### config.mk
export PLATFORM = sky130hd
export DESIGN_NAME = axil_rr_arbiter
export DESIGN_NICKNAME = d
export VERILOG_FILES = /design/src/rtl/axil_arb_pkg.sv /design/src/rtl/axil_rr_arbiter_rr_pick.sv /design/src/rtl/axil_rr_arbiter.sv
export SDC_FILE = /design/constraint.sdc
export NUM_CORES = 1
export LEC_CHECK = 0
export ABC_AREA = 0
export ABC_CLOCK_PERIOD_IN_PS = 3100
export BUFFER_PORTS_ARGS = -buffer_cell sky130_fd_sc_hd__clkbuf_2
export CAP_MARGIN = 15
export CORE_AREA = 2 2 157 159
export DETAILED_ROUTE_END_ITERATION = 8
export DIE_AREA = 0 0 159 161
export PLACE_DENSITY = 0.43
export SLEW_MARGIN = 20
export SYNTH_ARGS = -nofsm -noshare
export SYNTH_HDL_FRONTEND = slang
export SYNTH_SLANG_ARGS = --single-unit
### constraint.sdc
create_clock -name ACLK -period 3.1 [get_ports ACLK]
set_clock_uncertainty 0.2 [all_clocks]
set_input_delay 0.31 -clock ACLK [delete_from_list [all_inputs] [get_ports ACLK]]
set_output_delay 0.31 -clock ACLK [all_outputs]
set_load 0.02 [all_outputs]
### src/rtl/axil_arb_pkg.sv
// axil_arb_pkg: shared types and constants for the AXI4-Lite round-robin arbiter
package axil_arb_pkg;
  typedef enum logic [2:0] {IDLE, WR_ADDR, WR_RESP, RD_ADDR, RD_DATA} state_t;
  localparam logic [1:0] RESP_OKAY = 2'b00;
  localparam logic [1:0] RESP_SLVERR = 2'b10;
  localparam int NUM_M_MAX = 4;
endpackage

### src/rtl/axil_rr_arbiter_rr_pick.sv
// rr_pick: combinational round-robin selector, first requester at or above rr_ptr with wrap
module rr_pick #(
  parameter int NUM_M = 2
) (
  input  logic [NUM_M-1:0]         req,
  input  logic [$clog2(NUM_M)-1:0] rr_ptr,
  output logic [$clog2(NUM_M)-1:0] winner,
  output logic                     any
);
  localparam int W = $clog2(NUM_M);
  // scan from farthest to nearest so the requester closest to rr_ptr is kept
  always_comb begin
    winner = '0;
    for (int k = NUM_M - 1; k >= 0; k--)
      if (req[(int'(rr_ptr) + k) % NUM_M]) winner = W'((int'(rr_ptr) + k) % NUM_M);
  end
  assign any = |req;
endmodule

### src/rtl/axil_rr_arbiter.sv
// axil_rr_arbiter: round-robin sharing of one AXI4-Lite slave; AXIL_ARB_TIMEOUT_EN adds a response watchdog
module axil_rr_arbiter
  import axil_arb_pkg::*;
#(
  parameter int ADDRESS        = 32,
  parameter int DATA_WIDTH     = 32,
  parameter int NUM_M          = 2,
  parameter int TIMEOUT_CYCLES = 64
) (
  input  logic                         ACLK,
  input  logic                         ARESETN,
  input  logic [NUM_M*ADDRESS-1:0]     S_AWADDR,
  input  logic [NUM_M-1:0]             S_AWVALID,
  output logic [NUM_M-1:0]             S_AWREADY,
  input  logic [NUM_M*DATA_WIDTH-1:0]  S_WDATA,
  input  logic [NUM_M*DATA_WIDTH/8-1:0] S_WSTRB,
  input  logic [NUM_M-1:0]             S_WVALID,
  output logic [NUM_M-1:0]             S_WREADY,
  output logic [1:0]                   S_BRESP,
  output logic [NUM_M-1:0]             S_BVALID,
  input  logic [NUM_M-1:0]             S_BREADY,
  input  logic [NUM_M*ADDRESS-1:0]     S_ARADDR,
  input  logic [NUM_M-1:0]             S_ARVALID,
  output logic [NUM_M-1:0]             S_ARREADY,
  output logic [DATA_WIDTH-1:0]        S_RDATA,
  output logic [1:0]                   S_RRESP,
  output logic [NUM_M-1:0]             S_RVALID,
  input  logic [NUM_M-1:0]             S_RREADY,
  output logic [ADDRESS-1:0]           M_AWADDR,
  output logic                         M_AWVALID,
  input  logic                         M_AWREADY,
  output logic [DATA_WIDTH-1:0]        M_WDATA,
  output logic [DATA_WIDTH/8-1:0]      M_WSTRB,
  output logic                         M_WVALID,
  input  logic                         M_WREADY,
  input  logic [1:0]                   M_BRESP,
  input  logic                         M_BVALID,
  output logic                         M_BREADY,
  output logic [ADDRESS-1:0]           M_ARADDR,
  output logic                         M_ARVALID,
  input  logic                         M_ARREADY,
  input  logic [DATA_WIDTH-1:0]        M_RDATA,
  input  logic [1:0]                   M_RRESP,
  input  logic                         M_RVALID,
  output logic                         M_RREADY,
  output logic [$clog2(NUM_M)-1:0]     grant_id,
  output logic                         busy
);
  localparam int W = $clog2(NUM_M);
  localparam int SW = DATA_WIDTH / 8;
  state_t state;
  logic [W-1:0] rr_ptr, winner, next_ptr;
  logic [NUM_M-1:0] req, g_oh;
  logic any_req, aw_done, w_done, aw_fwd, w_fwd, aw_hs, w_hs, b_up, r_up, b_done, r_done;
  logic to_fired, absorb;
  assign req = S_AWVALID | S_ARVALID;
  rr_pick #(.NUM_M(NUM_M)) u_pick (.req(req), .rr_ptr(rr_ptr), .winner(winner), .any(any_req));
  // one-hot mask of the current owner for per-master handshakes
  always_comb begin
    g_oh = '0;
    g_oh[grant_id] = 1'b1;
  end
  assign next_ptr = grant_id == W'(NUM_M - 1) ? '0 : grant_id + 1'b1;
  assign busy = state != IDLE;
  assign aw_fwd = state == WR_ADDR && !aw_done;
  assign w_fwd = state == WR_ADDR && !w_done;
  assign M_AWVALID = aw_fwd & S_AWVALID[grant_id];
  assign M_AWADDR = aw_fwd ? S_AWADDR[int'(grant_id)*ADDRESS +: ADDRESS] : '0;
  assign S_AWREADY = aw_fwd && M_AWREADY ? g_oh : '0;
  assign M_WVALID = w_fwd & S_WVALID[grant_id];
  assign M_WDATA = w_fwd ? S_WDATA[int'(grant_id)*DATA_WIDTH +: DATA_WIDTH] : '0;
  assign M_WSTRB = w_fwd ? S_WSTRB[int'(grant_id)*SW +: SW] : '0;
  assign S_WREADY = w_fwd && M_WREADY ? g_oh : '0;
  assign aw_hs = M_AWVALID & M_AWREADY;
  assign w_hs = M_WVALID & M_WREADY;
  assign b_up = state == WR_RESP && (to_fired || M_BVALID);
  assign b_done = b_up & S_BREADY[grant_id];
  assign S_BVALID = b_up ? g_oh : '0;
  assign S_BRESP = state != WR_RESP ? RESP_OKAY : to_fired ? RESP_SLVERR : M_BRESP;
  assign M_BREADY = state == WR_RESP ? (to_fired | S_BREADY[grant_id]) : absorb && state == IDLE;
  assign M_ARVALID = state == RD_ADDR & S_ARVALID[grant_id];
  assign M_ARADDR = state == RD_ADDR ? S_ARADDR[int'(grant_id)*ADDRESS +: ADDRESS] : '0;
  assign S_ARREADY = state == RD_ADDR && M_ARREADY ? g_oh : '0;
  assign r_up = state == RD_DATA && (to_fired || M_RVALID);
  assign r_done = r_up & S_RREADY[grant_id];
  assign S_RVALID = r_up ? g_oh : '0;
  assign S_RDATA = state == RD_DATA && !to_fired ? M_RDATA : '0;
  assign S_RRESP = state != RD_DATA ? RESP_OKAY : to_fired ? RESP_SLVERR : M_RRESP;
  assign M_RREADY = state == RD_DATA ? (to_fired | S_RREADY[grant_id]) : absorb && state == IDLE;
`ifdef AXIL_ARB_TIMEOUT_EN
  localparam int CW = $clog2(TIMEOUT_CYCLES + 1);
  logic [CW-1:0] to_cnt;
  assign to_fired = to_cnt == CW'(TIMEOUT_CYCLES);
  assign absorb = ARESETN;
  // watchdog: zero outside response phases, counts response-phase cycles with no downstream answer
  always_ff @(posedge ACLK) begin
    if (!ARESETN || !(state == WR_RESP || state == RD_DATA)) to_cnt <= '0;
    else if (!to_fired && !(state == WR_RESP ? M_BVALID : M_RVALID)) to_cnt <= to_cnt + 1'b1;
  end
`else
  assign to_fired = 1'b0;
  assign absorb = 1'b0;
`endif
  // transaction-level FSM: arbitrate in IDLE, own the slave until the response completes
  always_ff @(posedge ACLK) begin
    if (!ARESETN) begin
      state <= IDLE;
      grant_id <= '0;
      rr_ptr <= '0;
      aw_done <= 1'b0;
      w_done <= 1'b0;
    end else begin
      case (state)
        IDLE: if (any_req) begin
          grant_id <= winner;
          aw_done <= 1'b0;
          w_done <= 1'b0;
          state <= S_AWVALID[winner] ? WR_ADDR : RD_ADDR;
        end
        WR_ADDR: begin
          aw_done <= aw_done | aw_hs;
          w_done <= w_done | w_hs;
          if ((aw_done | aw_hs) && (w_done | w_hs)) state <= WR_RESP;
        end
        WR_RESP: if (b_done) begin
          state <= IDLE;
          rr_ptr <= next_ptr;
        end
        RD_ADDR: if (M_ARVALID && M_ARREADY) state <= RD_DATA;
        RD_DATA: if (r_done) begin
          state <= IDLE;
          rr_ptr <= next_ptr;
        end
        default: state <= IDLE;
      endcase
    end
  end
endmodule

==> results of run 1 <==
## logic make-up (layout without fill, tap and decap cells)
family	after synthesis	count (layout)
and+or+nand+nor	189	189
buffers and inverters	39	425
DFF	7	7
AOI/OAI and AO/OA	19	19
muxes	106	106
other	0	1
## power groups by stage
| stage | Combinational, mW | Clock (mW) | Sequential, mW |
|---|---|---|---|
| floorplan | 1.84 | 0 | 0.141 |
| global placement | 2.38 | 0 | 0.187 |
| detailed placement | 2.37 | 0 | 0.187 |
| CTS | 2.38 | 0.226 | 0.186 |
| global route | 2.51 | 0.233 | 0.193 |
| finish | 2.34 | 0.223 | 0.185 |
## worst max path at each step
stage          cells after the start  slack, ns            to                  start
6_report                           5       0.40    M_WDATA[6]  state[0]$_SDFFE_PN0P_
5_1_grt                            5       0.30   M_WDATA[10]  state[0]$_SDFFE_PN0P_
4_1_cts                            5       0.36   M_WDATA[10]  state[0]$_SDFFE_PN0P_
3_5_place_dp                       5       0.62   M_WDATA[10]  state[0]$_SDFFE_PN0P_
3_3_place_gp                       5       0.65   M_WDATA[10]  state[0]$_SDFFE_PN0P_
2_1_floorplan                      5       0.91  M_ARADDR[10]  grant_id$_SDFFE_PN0P_
## area by class of cell
type	count	area share (%)
antenna	1	0.04697
multi-input combinational	314	47.51
tap	324	7.609
sequential	7	2.701
timing repair buffer	416	40.30
clock buffer	4	1.480
inverter	5	0.3523
## metrics by stage
step,utilization (%),setup slack [ns],instance area [µm²],instances
2_1_floorplan,-,0.9101,2935,360
3_3_place_gp,21.89,0.6451,5246,1066
3_5_place_dp,21.89,0.6191,5246,1066
4_1_cts,22.22,0.3624,5325,1070
5_1_grt,22.23,0.2990,5328,1071
6_report,22.23,0.3972,5328,1071
## layer usage
metal,up-vias,part of all wire [%]
li1,2021,-
met1,1756,37
met2,225,54
met3,2,8.7
met4,0,0.12
met5,-,0
## registers in the layout, summed over array words and instances, names as in the netlist
| signal | count |
|---|---|
| state | 3 |
| aw_done | 1 |
| grant_id | 1 |
| rr_ptr | 1 |
| w_done | 1 |
## layout by cell type, fill, tap and decap left out, types with 2 or more instances in the layout
cell / n
a21boi_0: 2
nor2b_1: 4
buf_4: 8
nor2_1: 55
and2b_1: 2
nand3_1: 3
nor3_1: 3
nand2_1: 8
clkbuf_2: 405
nor2_4: 60
inv_1: 5
clkbuf_16: 3
or2_4: 2
dfxtp_1: 6
o21ai_1: 3
mux2i_1: 106
and2_1: 3
buf_12: 3
and3_1: 41
nand2b_1: 4
o21ai_0: 4
## worst reg2reg max path, delay by kind of cell, from the launching register on
kind	cells	cell delay [ns]
flip-flops	1	0.65
AND/OR/NAND/NOR	1	0.11
AO/OA/AOI/OAI	3	0.72
multiplexers	1	0.29
==> results.yml, run 1 <==
logic_synthesis:
  yosys.area.top_type_share_pct: 36.15
  synth_async_sr_flop_share_pct: 0
  ys.flop_type: "dfxtp_1"
  syn-cell-area_um2: 2935
  synth_nets: 613
  synth-xor-area-share_pct: 0
  synth_edf_count: 0
  synth_adder_area_share_pct: 0
  ys_seq_elements: 7
  synthMuxAreaShare_pct: 36.15
  synth-compound-area-share_pct: 4.774
  synth.avg_cell_area_um2: 8.154
  yosysSeqAreaShare_pct: 4.774
  yosysTopAreaCell: "mux2i_1"
  synth_top_family_by_area: "simple AND/OR/NAND/NOR gates"
  synth_most_common_cell: "mux2i_1"
  synthTopCellsByArea: "mux2i_1 36%, nor2_4 23%, and3_1 8.7%, nor2_1 7.0%, dfxtp_1 4.8%"
  synth-simple-area-share_pct: 45.14
  synth_cell_types: 37
  yosys_warnings: 0
  synth_common_cells: "106 x mux2i_1, 60 x nor2_4, 55 x nor2_1"
  synthCells: 360
critical_path:
  critPathMaxStageDelay_ns: 0.47
  rr_worst_depth: 5
  crit_path_top_delay_cell: "or2_4"
  rr_startpoint: "grant_id$_SDFFE_PN0P_"
  path_class: "flip-flop to output pin"
  crit_buf_inv: 2
  crit_fanout: 27
  worstPathCellList: "or3b_4 > or2_4 > buf_12 > nor2_4 > clkbuf_2"
  reg2reg_to: "state[1]$_SDFFE_PN0P_"
  required_ns: 2.59
  r2r_slack_ns: 1.03
  end_kind: "output pin"
  crit_family: "simple AND/OR/NAND/NOR gates"
  start_kind: "flip-flop"
  arrival_ns: 2.19
route:
  routedWlPerCell_um: 12.85
  drt.antenna.violating_nets: 0
  routed_via_density: 3.739
  drc: 0
  first_pass_iters: 4
  num_vias: 4004
  finalWirelength_um: 13770
  first_iter_violations: 91
die:
  die_x_um: 159
  core_um2: 23960
  start_util_pct: 12.25
  io_pins: 406
  num_rows: 57
  dieArea_um2: 25600
  dieHeight_um: 161
clock_tree:
  cts_buffers: 3
  postCtsSetupRepairBufs: 0
  clockRootBuffer: "clkbuf_16"
  post_cts_resized: 0
  cts.clk_slew.worst_paths_ns: 0.04
  cts_sinks: 7
  clk_path_buf_depth: 2
  cts_tree: "yes"
  cts_max_level: 1
  clk_latency_ns: 0.23
  cts_hold_buf: 0
sta:
  worst_pin_slew_ns: 0.9708
  max_freq_ghz: 0.3700
  maxSlewViolCount: 0
  hold_viol: 0
  period_needed_ns: 2.703
  slew_headroom_pct: 35.28
  holdWs_ns: 0.2148
  final.period_utilization_pct: 87.19
  final-setup-viol-count: 0
  grt_setup_unrepaired: "false"
  tns_ns: 0
cells_and_area:
  fill_cells: 2697
  final_nets: 1000
  synthToLayoutAreaGrowth_pct: 81.50
  seq_area_um2: 143.9
  final_layout_size_suffix_gt1_share_pct: 64.88
  multiInputGateArea_um2: 2531
placement:
  hpwl_um: 12010
  place_congestion: 0.7705
  port_buffers: 405
worst_hold_path:
  min_to: "rr_ptr$_SDFFE_PN0P_"
  worstHoldStart: "ARESETN"
  whs_path_depth: 2
  min_path_type: "primary input to flip-flop"
power:
  pwr_density_cell_nw_per_um2: 515.5
  combPwrFrac_pct: 85.2
  p_int_mw: 1.187
  ir_drop_v: 0.0003107
  p_sw_share_pct: 56.80
  p_total_mw: 2.746
  power_frac_seq_pct: 6.7
  power.switching_mw: 1.560
  power_leakage_nw: 2.761
  clkPwrFrac_pct: 8.1
grt:
  grt_first_pass_wirelength_um: 20400
  grt.busiest_layer: "met2"
  use_met1_pct: 10.69
  gr-usage-all-layers_pct: 9.750
  antenna_found_initial: 1
  met3_usage_pct: 2.388
  overflow: 0
  grt_max_degree: 40
  use_met2_pct: 19.49
  grt_pass1_vias: 3848
run_status:
  status: "completed"
job:
  max_cap_viol_count: 0
Power figures use the tool's default switching activity.
==> run 2: changes to the inputs <==
--- a/config.mk
+++ b/config.mk
@@ -13,6 +13,7 @@
 export DETAILED_ROUTE_END_ITERATION = 8
 export DIE_AREA = 0 0 159 161
 export PLACE_DENSITY = 0.43
+export REMOVE_ABC_BUFFERS = 1
 export SLEW_MARGIN = 20
 export SYNTH_ARGS = -nofsm -noshare
 export SYNTH_HDL_FRONTEND = slang
==> results.yml, run 2 (synthesis results as in run 1) <==
critical_path:
  reg2reg_to: "state[1]$_SDFFE_PN0P_"
  critPathMaxStageDelay_ns: 0.53
  start_kind: "flip-flop"
  crit_fanout: 37
  crit_path_top_delay_cell: "or2_4"
  path_class: "flip-flop to output pin"
  worstPathCellList: "or3b_4 > or2_4 > nor2_1 > clkbuf_2"
  end_kind: "output pin"
  required_ns: 2.59
  rr_startpoint: "grant_id$_SDFFE_PN0P_"
  arrival_ns: 2.16
  r2r_slack_ns: 0.92
  rr_worst_depth: 5
sta:
  maxSlewViolCount: 0
  worst_pin_slew_ns: 1.026
  final.period_utilization_pct: 86.07
  slew_headroom_pct: 31.61
  max_freq_ghz: 0.3748
  setup_ws_ns: 0.4318
  final-setup-viol-count: 0
  hold_viol: 0
  period_needed_ns: 2.668
  tns_ns: 0
  grt_setup_unrepaired: "false"
run_status:
  status: "completed"
clock_tree:
  post_cts_resized: 0
  cts.clk_slew.worst_paths_ns: 0.04
  cts_max_level: 1
  cts_buffers: 3
  cts_sinks: 7
  clk_latency_ns: 0.23
  postCtsSetupRepairBufs: 0
  clk_path_buf_depth: 2
  clockRootBuffer: "clkbuf_16"
  cts_tree: "yes"
  cts_hold_buf: 0
route:
  drt.antenna.violating_nets: 0
  first_iter_violations: 174
  routedWlPerCell_um: 13.09
  drc: 0
  num_vias: 3880
  routed_via_density: 3.633
  finalWirelength_um: 13980
  first_pass_iters: 4
cells_and_area:
  final_nets: 997
  synthToLayoutAreaGrowth_pct: 80.31
  final_layout_size_suffix_gt1_share_pct: 64.74
  fin_util_pct: 22.09
  largest-register: "state"
  largest_reg_flops: 3
  final_cell_mix: "405 x clkbuf_2, 106 x mux2i_1, 60 x nor2_4"
  layout.cells.most_common: "clkbuf_2"
grt:
  overflow: 0
  gr-usage-all-layers_pct: 10.14
  grt_first_pass_wirelength_um: 20890
  grt_pass1_vias: 3688
  grt_max_degree: 38
  antenna_found_initial: 1
die:
  start_util_pct: 12.25
  io_pins: 406
  num_rows: 57
  dieHeight_um: 161
  dieArea_um2: 25600
  die_x_um: 159
  core_um2: 23960
power:
  pwr_density_cell_nw_per_um2: 513.6
  p_total_mw: 2.718
  power_leakage_nw: 2.740
  ir_drop_v: 0.0002376
worst_hold_path:
  worstHoldStart: "ARESETN"
  min_to: "rr_ptr$_SDFFE_PN0P_"
  whs_path_depth: 2
  min_path_type: "primary input to flip-flop"
placement:
  dpl_worst_slack_ns: 0.6935
  port_buffers: 405
  place_congestion: 0.7942
  hpwl_um: 12210
job:
  max_cap_viol_count: 0
-- run 2: layout make-up --
class | instances | area (µm²)
inverters | 5 | 18.77
diodes | 1 | 2.502
fillers | 2699 | 18670
well taps | 324 | 405.4
flip-flops and latches | 7 | 143.9
multi-input cells | 314 | 2531
clock buffers | 4 | 78.83
repair buffers | 413 | 2112
-- run 2: per-stage QoR --
stage / hold WS, ns / cell area, µm² / instances
final: 0.1985 / 5293 / 1068
after global routing: 0.2387 / 5293 / 1068
after global placement: 0.3831 / 5211 / 1063
after floorplan: 0.2317 / 2685 / 326
after CTS: 0.2075 / 5290 / 1067
after detailed placement: 0.3882 / 5211 / 1063
-- run 2: where the power goes --
part	switching, mW	internal, mW
combinational	1.43	0.876
sequential	0.0826	0.114
clock	0.0494	0.171
total	1.56	1.16
-- run 2: worst max-delay path: cells and delay by family (launching register included) --
| family | cells | cell delay [ns] |
|---|---|---|
| buf+inv | 1 | 0.19 |
| simple gates | 3 | 1.20 |
| flops | 1 | 0.46 |
-- run 2: worst max-delay path by stage --
| stage | end | from | depth (start not counted) |
|---|---|---|---|
| floorplan | M_RREADY | grant_id$_SDFFE_PN0P_ | 2 |
| global placement | M_WDATA[3] | state[2]$_SDFFE_PN0P_ | 4 |
| detailed placement | M_WDATA[22] | state[0]$_SDFFE_PN0P_ | 4 |
| CTS | M_WDATA[3] | state[0]$_SDFFE_PN0P_ | 4 |
| global route | M_WDATA[2] | state[0]$_SDFFE_PN0P_ | 4 |
| finish | M_WDATA[3] | state[0]$_SDFFE_PN0P_ | 4 |
-- run 2: layer usage --
metal  global-route usage (%)  vias up  wire (µm)
li1                         -     2020          -
met2                    18.12      171       7071
met4                    1.529        0        124
met3                    2.029        8        899
met5                        0        -          0
met1                    12.84     1681       5889
==> run 3: changes to the inputs <==
--- a/config.mk
+++ b/config.mk
@@ -12,6 +12,7 @@
 export CORE_AREA = 2 2 157 159
 export DETAILED_ROUTE_END_ITERATION = 8
 export DIE_AREA = 0 0 159 161
+export GPL_TIMING_DRIVEN = 1
 export PLACE_DENSITY = 0.43
 export REMOVE_ABC_BUFFERS = 1
 export SLEW_MARGIN = 20
==> constraint.sdc (replaced) <==
create_clock -name ACLK -period 3.1 [get_ports ACLK]
set_clock_uncertainty 0.2 [all_clocks]
set_input_delay 0.155 -clock ACLK [delete_from_list [all_inputs] [get_ports ACLK]]
set_output_delay 0.155 -clock ACLK [all_outputs]
set_load 0.02 [all_outputs]
==> results.yml, run 3 (synthesis results as in run 1) <==
critical_path:
  end_kind: "output pin"
  critPathMaxStageDelay_ns: 0.52
  arrival_ns: 2.13
  crit_fanout: 37
  reg2reg_to: "state[2]$_SDFFE_PN0P_"
  startpoint: "state[0]$_SDFFE_PN0P_"
  path_class: "flip-flop to output pin"
  rr_worst_depth: 5
  worstPathCellList: "or3b_4 > or2_4 > nor2_1 > clkbuf_2"
  crit_buf_inv: 1
  crit_path_top_delay_cell: "or2_4"
  rr_startpoint: "grant_id$_SDFFE_PN0P_"
  required_ns: 2.74
  endpoint: "M_WDATA[3]"
  r2r_slack_ns: 1.04
  start_kind: "flip-flop"
  crit_family: "simple AND/OR/NAND/NOR gates"
  path_depth: 4
grt:
  grt_first_pass_wirelength_um: 20790
  gr-usage-all-layers_pct: 10.07
  overflow: 0
  grt_max_degree: 40
  grt_pass1_vias: 3696
  antenna_found_initial: 0
worst_hold_path:
  min_path_type: "primary input to flip-flop"
clock_tree:
  clockRootBuffer: "clkbuf_16"
  cts_tree: "yes"
  cts_buffers: 3
  post_cts_resized: 0
  cts_max_level: 1
  cts_hold_buf: 0
  clk_path_buf_depth: 2
  cts_sinks: 7
  postCtsSetupRepairBufs: 0
  clk_latency_ns: 0.23
  cts.clk_slew.worst_paths_ns: 0.04
cells_and_area:
  seq_area_um2: 143.9
  final_nets: 997
  synthToLayoutAreaGrowth_pct: 79.41
  final_layout_size_suffix_gt1_share_pct: 64.87
  layout.cells.most_common: "clkbuf_2"
  fill_cells: 2726
  multiInputGateArea_um2: 2532
  final_cell_mix: "405 x clkbuf_2, 106 x mux2i_1, 60 x nor2_4"
  largest_reg_flops: 3
  fin_cells: 1067
  diodes: 0
  largest-register: "state"
die:
  dieArea_um2: 25600
  die_x_um: 159
  io_pins: 406
  dieHeight_um: 161
  num_rows: 57
  core_um2: 23960
  start_util_pct: 12.25
sta:
  hold_viol: 0
  final.period_utilization_pct: 80.20
  maxSlewViolCount: 0
  slew_headroom_pct: 31.75
  period_needed_ns: 2.486
  max_freq_ghz: 0.4022
  tns_ns: 0
  grt_setup_unrepaired: "false"
  worst_pin_slew_ns: 1.024
  setup_ws_ns: 0.6138
  final-setup-viol-count: 0
run_status:
  status: "completed"
placement:
  hpwl_um: 12160
  port_buffers: 405
  dpl_worst_slack_ns: 0.7141
  dp.cells: 1063
  place_congestion: 0.7843
route:
  num_vias: 3895
  first_pass_iters: 4
  drt.antenna.violating_nets: 0
  first_iter_violations: 148
  drc: 0
  routed_via_density: 3.650
  finalWirelength_um: 14010
  routedWlPerCell_um: 13.13
power:
  ir_drop_v: 0.0003960
  pwr_density_cell_nw_per_um2: 512.2
  power_leakage_nw: 2.735
job:
  max_cap_viol_count: 0
run 3: cell types whose count changed in the layout (fill, tap and decap cells not counted):
cell	delta
buf_12	-2
buf_4	+2
diode_2	-1
or3_1	-1
or3_2	+1
run 3: per-layer routing:
metal  track usage, %  wire length [µm]
met1            12.57              5814
met5                0                 0
met3            1.952               957
met4           0.7851                74
met2            18.64              7164
run 3: stage by stage:
stage | hold WS (ns) | power [mW] | utilization [%] | instance area (µm²)
4_1_cts | 0.05706 | 2.754 | 21.97 | 5265
3_5_place_dp | 0.2991 | 2.529 | 21.64 | 5186
2_1_floorplan | 0.07671 | 1.905 | - | 2685
5_1_grt | 0.07480 | 2.890 | 21.98 | 5266
6_report | 0.04296 | 2.697 | 21.98 | 5266
3_3_place_gp | 0.2831 | 2.532 | 21.64 | 5186
run 3: area by class of cell:
| type | count | share of cell area [%] |
|---|---|---|
| inverter | 5 | 0.3564 |
| tap | 324 | 7.698 |
| multi-input combinational | 314 | 48.09 |
| sequential | 7 | 2.732 |
| clock buffer | 4 | 1.497 |
| timing repair buffer | 413 | 39.63 |
run 3: worst min-delay path by stage:
stage / from / endpoint / slack, ns / cells after the start
6_report: ARESETN / rr_ptr$_SDFFE_PN0P_ / 0.04 / 2
3_3_place_gp: ARESETN / rr_ptr$_SDFFE_PN0P_ / 0.28 / 2
3_5_place_dp: ARESETN / rr_ptr$_SDFFE_PN0P_ / 0.30 / 2
5_1_grt: ARESETN / rr_ptr$_SDFFE_PN0P_ / 0.07 / 2
4_1_cts: ARESETN / rr_ptr$_SDFFE_PN0P_ / 0.06 / 2
2_1_floorplan: ARESETN / aw_done$_SDFFE_PN0P_ / 0.08 / 1
run 3: power by group:
group          switching, mW  internal (mW)  total [mW]  leakage, nW
clock                 0.0444          0.171       0.215       0.0382
combinational           1.44          0.862        2.30         2.64
sequential            0.0634          0.114       0.177       0.0580
